`src/rtl/arbitro_polinomio_if.sv`:
```
// Bus between the requesting clients, the round-robin scheduler and the
// shared polynomial evaluator core. The scheduler takes the slave modport.
// The client/core side takes the master modport.
interface arbitro_polinomio_if #(
  parameter int N_REQ = 4,
  parameter int W     = 16
);
  logic [N_REQ-1:0]   req;
  logic [W*N_REQ-1:0] req_x;
  logic [W*N_REQ-1:0] req_a;
  logic [W*N_REQ-1:0] req_b;
  logic [W*N_REQ-1:0] req_c;
  logic [N_REQ-1:0]   grant;
  logic [N_REQ-1:0]   done;
  logic [W-1:0]       res_out;
  logic               ovf_out;
  logic               err_out;
  logic               busy;
  logic               core_inicio;
  logic [W-1:0]       core_x;
  logic [W-1:0]       core_a;
  logic [W-1:0]       core_b;
  logic [W-1:0]       core_c;
  logic [W-1:0]       core_res;
  logic               core_pronto;
  logic               core_ovf;

  modport slave (
    input  req, req_x, req_a, req_b, req_c, core_res, core_pronto, core_ovf,
    output grant, done, res_out, ovf_out, err_out, busy,
           core_inicio, core_x, core_a, core_b, core_c
  );

  modport master (
    output req, req_x, req_a, req_b, req_c, core_res, core_pronto, core_ovf,
    input  grant, done, res_out, ovf_out, err_out, busy,
           core_inicio, core_x, core_a, core_b, core_c
  );
endinterface

```
`src/rtl/arbitro_polinomio.sv`:
```
// Round-robin scheduler sharing one polynomial evaluator core among N_REQ
// requesters. It latches the winner's operands and pulses the core start.
// It then waits for pronto, with a timeout, and hands result/overflow/error
// back to the winner with a one-cycle done pulse.
module arbitro_polinomio #(
  parameter int N_REQ   = 4,
  parameter int W       = 16,
  parameter int TIMEOUT = 64
) (
  input logic             ck,
  input logic             rst,
  arbitro_polinomio_if.slave bus
);

  localparam int IW = (N_REQ > 1) ? $clog2(N_REQ) : 1;
  localparam int TW = $clog2(TIMEOUT);

  typedef enum logic [1:0] {S_IDLE, S_START, S_WAIT, S_DONE} state_t;

  state_t        state, state_nxt;
  logic [IW-1:0] ptr, owner, winner;
  logic          found;
  logic [TW-1:0] timer;
  logic          seen_low;
  logic          accept, expire;
  logic [W-1:0]  op_x, op_a, op_b, op_c;
  logic [W-1:0]  res_r;
  logic          ovf_r, err_r;

  function automatic logic [N_REQ-1:0] to_onehot(input logic [IW-1:0] i);
    logic [N_REQ-1:0] v;
    v    = '0;
    v[i] = 1'b1;
    return v;
  endfunction

  // Round-robin pick: first active request scanning upward from ptr+1, wrapping
  always_comb begin
    int idx;
    idx    = 0;
    winner = '0;
    found  = 1'b0;
    for (int k = 1; k <= N_REQ; k++) begin
      idx = (int'(ptr) + k) % N_REQ;
      if (!found && bus.req[IW'(idx)]) begin
        winner = IW'(idx);
        found  = 1'b1;
      end
    end
  end

  // A pronto counts only after the core has been seen low in this job,
  // so a pronto still high from the previous job is ignored
  always_comb begin
    accept = (state == S_WAIT) && bus.core_pronto && seen_low;
    expire = (state == S_WAIT) && !accept && (timer == TW'(TIMEOUT - 1));
  end

  // Next-state logic for the job sequence IDLE -> START -> WAIT -> DONE
  always_comb begin
    state_nxt = state;
    case (state)
      S_IDLE:  if (found) state_nxt = S_START;
      S_START: state_nxt = S_WAIT;
      S_WAIT:  if (accept || expire) state_nxt = S_DONE;
      S_DONE:  state_nxt = S_IDLE;
      default: state_nxt = S_IDLE;
    endcase
  end

  // Control state: FSM, owner, round-robin pointer, wait timer
  always_ff @(posedge ck) begin
    if (rst) begin
      state    <= S_IDLE;
      ptr      <= IW'(N_REQ - 1);
      owner    <= '0;
      timer    <= '0;
      seen_low <= 1'b0;
    end else begin
      state <= state_nxt;
      case (state)
        S_IDLE:  if (found) owner <= winner;
        S_START: begin
          timer    <= '0;
          seen_low <= 1'b0;
        end
        S_WAIT: begin
          timer <= timer + TW'(1);
          if (!bus.core_pronto) seen_low <= 1'b1;
        end
        S_DONE:  ptr <= owner;
        default: ;
      endcase
    end
  end

  // Operand latch at arbitration and result capture at job end
  always_ff @(posedge ck) begin
    if (rst) begin
      op_x  <= '0;
      op_a  <= '0;
      op_b  <= '0;
      op_c  <= '0;
      res_r <= '0;
      ovf_r <= 1'b0;
      err_r <= 1'b0;
    end else begin
      if (state == S_IDLE && found) begin
        op_x <= bus.req_x[W*int'(winner) +: W];
        op_a <= bus.req_a[W*int'(winner) +: W];
        op_b <= bus.req_b[W*int'(winner) +: W];
        op_c <= bus.req_c[W*int'(winner) +: W];
      end
      if (accept) begin
        res_r <= bus.core_res;
        ovf_r <= bus.core_ovf;
        err_r <= 1'b0;
      end else if (expire) begin
        res_r <= '0;
        ovf_r <= 1'b0;
        err_r <= 1'b1;
      end
    end
  end

  assign bus.busy        = (state != S_IDLE);
  assign bus.core_inicio = (state == S_START);
  assign bus.grant       = (state != S_IDLE) ? to_onehot(owner) : '0;
  assign bus.done        = (state == S_DONE) ? to_onehot(owner) : '0;
  assign bus.res_out     = res_r;
  assign bus.ovf_out     = ovf_r;
  assign bus.err_out     = err_r;
  assign bus.core_x      = op_x;
  assign bus.core_a      = op_a;
  assign bus.core_b      = op_b;
  assign bus.core_c      = op_c;

endmodule

```
`src/flat_wrapper.sv`:
```
// flat-port wrapper written by rule: the top's interface ports become plain ports
module arbitro_polinomio_flat 
#(
  parameter int N_REQ   = 4,
  parameter int W       = 16,
  parameter int TIMEOUT = 64
)
  (ck, rst, bus_req, bus_req_x, bus_req_a, bus_req_b, bus_req_c, bus_core_res, bus_core_pronto, bus_core_ovf, bus_grant, bus_done, bus_res_out, bus_ovf_out, bus_err_out, bus_busy, bus_core_inicio, bus_core_x, bus_core_a, bus_core_b, bus_core_c);
  arbitro_polinomio_if #(.N_REQ(N_REQ), .W(W)) bus_i ();
  input logic ck;
  input logic rst;
  input wire logic [$bits(bus_i.req)-1:0] bus_req;
  input wire logic [$bits(bus_i.req_x)-1:0] bus_req_x;
  input wire logic [$bits(bus_i.req_a)-1:0] bus_req_a;
  input wire logic [$bits(bus_i.req_b)-1:0] bus_req_b;
  input wire logic [$bits(bus_i.req_c)-1:0] bus_req_c;
  input wire logic [$bits(bus_i.core_res)-1:0] bus_core_res;
  input wire logic [$bits(bus_i.core_pronto)-1:0] bus_core_pronto;
  input wire logic [$bits(bus_i.core_ovf)-1:0] bus_core_ovf;
  output wire logic [$bits(bus_i.grant)-1:0] bus_grant;
  output wire logic [$bits(bus_i.done)-1:0] bus_done;
  output wire logic [$bits(bus_i.res_out)-1:0] bus_res_out;
  output wire logic [$bits(bus_i.ovf_out)-1:0] bus_ovf_out;
  output wire logic [$bits(bus_i.err_out)-1:0] bus_err_out;
  output wire logic [$bits(bus_i.busy)-1:0] bus_busy;
  output wire logic [$bits(bus_i.core_inicio)-1:0] bus_core_inicio;
  output wire logic [$bits(bus_i.core_x)-1:0] bus_core_x;
  output wire logic [$bits(bus_i.core_a)-1:0] bus_core_a;
  output wire logic [$bits(bus_i.core_b)-1:0] bus_core_b;
  output wire logic [$bits(bus_i.core_c)-1:0] bus_core_c;
  assign bus_i.req = bus_req;
  assign bus_i.req_x = bus_req_x;
  assign bus_i.req_a = bus_req_a;
  assign bus_i.req_b = bus_req_b;
  assign bus_i.req_c = bus_req_c;
  assign bus_i.core_res = bus_core_res;
  assign bus_i.core_pronto = bus_core_pronto;
  assign bus_i.core_ovf = bus_core_ovf;
  assign bus_grant = bus_i.grant;
  assign bus_done = bus_i.done;
  assign bus_res_out = bus_i.res_out;
  assign bus_ovf_out = bus_i.ovf_out;
  assign bus_err_out = bus_i.err_out;
  assign bus_busy = bus_i.busy;
  assign bus_core_inicio = bus_i.core_inicio;
  assign bus_core_x = bus_i.core_x;
  assign bus_core_a = bus_i.core_a;
  assign bus_core_b = bus_i.core_b;
  assign bus_core_c = bus_i.core_c;
  arbitro_polinomio #(.N_REQ(N_REQ), .W(W), .TIMEOUT(TIMEOUT)) u_core (.ck(ck), .rst(rst), .bus(bus_i));
endmodule
```
`config.mk`:
```
export PLATFORM = sky130hd
export DESIGN_NAME = arbitro_polinomio_flat
export DESIGN_NICKNAME = d
export VERILOG_FILES = /design/src/rtl/arbitro_polinomio_if.sv /design/src/rtl/arbitro_polinomio.sv /design/src/flat_wrapper.sv
export SDC_FILE = /design/constraint.sdc
export NUM_CORES = 1
export LEC_CHECK = 0
export CORE_AREA = 2 2 145 147
export CTS_CLUSTER_DIAMETER = 150
export DETAILED_ROUTE_END_ITERATION = 6
export DIE_AREA = 0 0 147 149
export GPL_ROUTABILITY_DRIVEN = 0
export PLACE_DENSITY = 0.66
export SYNTH_ARGS = -nofsm -noshare
export SYNTH_HDL_FRONTEND = slang
export SYNTH_SLANG_ARGS = --single-unit
export TNS_END_PERCENT = 50
```
`constraint.sdc`:
```
create_clock -name ck -period 2.85 [get_ports ck]
set_clock_uncertainty 0.05 [all_clocks]
set_input_delay 0.57 -clock ck [delete_from_list [all_inputs] [get_ports ck]]
set_output_delay 0.57 -clock ck [all_outputs]
set_load 0.03 [all_outputs]
```
==> metrics.log <==
INFO  metric grt_antenna_before_repair = 1
INFO  metric seq_area_frac_synth = a little over a third
INFO  metric synth.distinct_cells = 48
INFO  metric timing_worst_setup_path_type = reg -> out
INFO  metric timing.critical_path.from = u_core.state[0]$_SDFFE_PP0P_
INFO  metric drcViolationCount = 0
INFO  metric yosys.area_share.xor_xnor = less than 1%
INFO  metric postSynth.asyncResetShare = 0%
INFO  metric drt.antenna.violating_nets = 0
INFO  metric rsz0062_at_grt = false
INFO  metric sum_of_overflow_across_all_layers_after_global_routing = 0
INFO  metric path_length_in_cells_of_the_critical_path = 4
INFO  metric average_footprint_of_a_synthesized_cell = between 8 and 9 um^2
INFO  metric worst_path_largest_cell_delay = 0.73 ns
INFO  metric ff2ff_path_depth = 8
INFO  metric worst_r2r_dst = u_core.bus.core_b[11]$_SDFFE_PP0P_
INFO  metric finish.instance_area = ~10000 um^2
INFO  metric worstSetupEndpointType = primary output
INFO  metric final-max-slew-violation-count = 0
INFO  metric worstPathRequired = 2.23 ns
INFO  metric first_pass_iters = 4
INFO  metric floorplan.core_area = just over 20000 um^2
INFO  metric cts_resized = 0
INFO  metric post_drt_wl_per_cell = roughly 18 um
INFO  metric routed_wirelength = 22.1 mm
INFO  metric post_cts_hold_fix_bufs = 0
INFO  metric vias = between 6000 and 7000
INFO  metric final_cells = between 1000 and 1500
INFO  metric grt_pass1_wl = about 34 mm
INFO  metric multi_input_area = approximately 3100 um^2
INFO  metric synth_compound_gate_area_share = between 20% and 30%
INFO  metric period_needed = between 2 and 3 ns
INFO  metric placed_cell_area = 9410 um^2
INFO  metric yosys_warnings = 0
INFO  metric setup_total_negative_slack = 0 ns
INFO  metric tritoncts = done
INFO  metric dp_hpwl = about 17 mm
INFO  metric hp-class = reg -> reg
INFO  metric nFillCells = between 2000 and 2500
INFO  metric max-slew-margin-rel = between 50 and 60%
INFO  metric crit_start_category = flip-flop
INFO  metric globalRouteTotalUtil = about a fifth
INFO  metric timing.reg2reg.setup_slack = between 0.8 and 0.9 ns
INFO  metric power_density = roughly 760 nW/um^2
INFO  metric grt_start_max_net_pins = 42
INFO  metric clockRootBuffer = clkbuf_16
INFO  metric cts.path.max_buffers = 2
INFO  metric cp_top_family = buffers and inverters
INFO  metric final_min_period_over_clock_period = 94.6%
INFO  metric crit_slowest_cell = clkdlybuf4s50_1
INFO  metric cts_htree_levels = 3
INFO  metric floorplan.die.width = between 100 and 150 um
INFO  metric die-height = roughly 150 um
INFO  metric worst-path-max-fanout = 6
INFO  metric synth_seq_cells = 95
INFO  metric tightest_slew = around 0.68 ns
INFO  metric fin_hold_ws = 0.412 ns
INFO  metric areaGrowthSynthToFinish = 81.4%
INFO  metric synthTopCellsByArea = dfxtp_1 (36%), mux2i_1 (19%), nand3_1 (7.6%)
INFO  metric fraction_of_post_synthesis_cell_area_in_the_top_cell_type_by_area = 35.5%
INFO  metric setup_viol = 0
INFO  metric cap_violations = 0
INFO  metric place.port_buffers = 371
INFO  metric max_freq = approximately 0.37 GHz
INFO  metric final_hold_viol_count = 0
INFO  metric yosys.area_share.adder = between 1 and 1.5%
INFO  metric synth.mux.area_fraction = 18.5%
INFO  metric leakagePower = 3.59 nW
INFO  metric clkLatencyLatePin = between 0.3 and 0.4 ns
INFO  metric grt_pass1_vias = ~6100
INFO  metric yosysMostFrequentCell = mux2i_1
INFO  metric utilization = 47.2%
INFO  metric ys_dominant_reg_cell = dfxtp_1
INFO  metric ioPinCount = ~370
INFO  metric tritoncts.num_buffers = 9
INFO  metric postSynthCellCount = 618
INFO  metric worstPathArrival = between 2 and 2.5 ns
INFO  metric number_of_placement_rows = 53
INFO  metric detail_routed_via_count_per_cell = approximately 5.0
INFO  metric initial_core_utilization = 26.0%
INFO  metric synth_top_family_by_area = compound AO/OA/AOI/OAI gates
INFO  metric worstPathBufferInverterCount = 2
INFO  metric cts_setup_buffers = 0
INFO  metric post_synth_instance_area = ~5400 um^2
INFO  metric number_of_synthesized_flops_with_an_enable_pin = 0
INFO  metric synthSimpleGateAreaFrac = between 10% and 20%
INFO  metric design.final.nets = roughly 1300
INFO  metric r2r_start = u_core.state[0]$_SDFFE_PP0P_
INFO  metric combined_flip_flop_and_latch_cell_area = 1900 um^2
INFO  metric ys_top_cells_by_count = mux2i_1 (99), dfxtp_1 (95), nand3_1 (81)
INFO  metric crit_path_end = bus_grant[2]
INFO  metric placed_cells = 1228
INFO  metric die_area = 21900 um^2
INFO  metric total_number_of_clock_tree_sinks = 95
INFO  metric synthesis.nets = between 900 and 1000
INFO  metric leading_area_contributor_after_synthesis = dfxtp_1
INFO  metric outcome = finished clean
INFO  metric clkTransAtPathRegs = about 0.070 ns
INFO  metric final_layout_size_suffix_gt1_share = 5.27%
INFO  metric timing.critical_path.cells = inv_1 > ha_1 > nor3b_1 > clkdlybuf4s50_1
INFO  metric ir_worst_vdd = 0.299 mV
INFO  metric detailedRoute.firstIterationViolations = approximately 280
-- state kept, by name (all words and copies together) (netlist names) --
name,cells
u_core.bus.core_a,16
u_core.bus.core_b,16
u_core.bus.core_c,16
u_core.bus.core_x,16
u_core.bus.err_out,1
u_core.bus.ovf_out,1
u_core.bus.res_out,16
u_core.owner,2
u_core.ptr,2
u_core.seen_low,1
u_core.state,2
u_core.timer,6
-- report_power, final --
part,switching [mW],total [mW],internal (mW),leakage [nW]
clock,0.562,1.27,0.707,0.146
sequential,0.259,2.02,1.76,0.781
combinational,2.22,4.05,1.83,2.66
-- tightest hold or removal path: cells and delay by family, from the launching register on --
kind	cells	cell delay [ns]
compound gates	1	0.05
buf+inv	1	0.05
flops	1	0.31
-- cell usage in the layout (no fill, tap or decap), types with 2 or more instances in the layout --
master	n
clkdlybuf4s50_1	369
mux2i_1	99
dfxtp_1	95
nand3_1	81
a21oi_1	46
nor2_1	39
o221ai_1	35
o21ai_0	34
nand2_1	26
a311o_1	26
buf_4	16
inv_1	10
and3_1	9
clkbuf_16	9
buf_12	9
ha_1	6
a31oi_1	5
nor3_1	4
a21boi_0	4
nor3b_1	3
nand4_1	3
xor2_1	3
o21ai_1	2
a21oi_2	2
o211ai_1	2
a211o_1	2
inv_6	2
-- per-stage QoR --
| step | setup slack [ns] | power [mW] |
|---|---|---|
| global placement | 0.216 | 6.09 |
| finish | 0.155 | 7.34 |
| global route | 0.0406 | 7.73 |
| detailed placement | 0.112 | 6.11 |
| CTS | 0.0728 | 7.42 |
| floorplan | 0.739 | 4.31 |
-- how the worst min path moves through the flow --
stage	start	end	slack, ns	cells past startpoint
finish	u_core.bus.err_out$_SDFFE_PP0P_	u_core.bus.err_out$_SDFFE_PP0P_	0.41	2
global route	u_core.bus.res_out[2]$_SDFFE_PP0P_	u_core.bus.res_out[2]$_SDFFE_PP0P_	0.44	2
CTS	u_core.bus.err_out$_SDFFE_PP0P_	u_core.bus.err_out$_SDFFE_PP0P_	0.42	2
detailed placement	u_core.bus.err_out$_SDFFE_PP0P_	u_core.bus.err_out$_SDFFE_PP0P_	0.40	2
global placement	u_core.bus.err_out$_SDFFE_PP0P_	u_core.bus.err_out$_SDFFE_PP0P_	0.39	2
floorplan	u_core.seen_low$_SDFFE_PP0P_	u_core.seen_low$_SDFFE_PP0P_	0.41	2
-- cell families (layout without fill, tap and decap cells) --
kind of cell / after synthesis / in the layout
mux: 99 / 99
simple gates: 174 / 174
compound gates: 168 / 168
flops: 95 / 95
xor+xnor: 4 / 4
other cells: 0 / 1
buf+inv: 72 / 422
fa+ha+maj: 6 / 6
-- cell type report --
type	instances	share of cell area, %
antenna	1	0.0258
clock buffer	11	2.50
clock inverter	4	0.541
inverter	11	0.425
multi-input combinational	451	32.1
sequential	95	19.6
tap	275	3.54
timing repair buffer	396	41.3
-- metal layers --
| layer | track usage [%] | part of all wire, % |
|---|---|---|
| met1 | 23.7 | 41 |
| met2 | 33.1 | 48 |
| met3 | 4.98 | 8.3 |
| met4 | 6.63 | 2.3 |
| met5 | 0 | 0 |
Power figures use the tool's default switching activity.
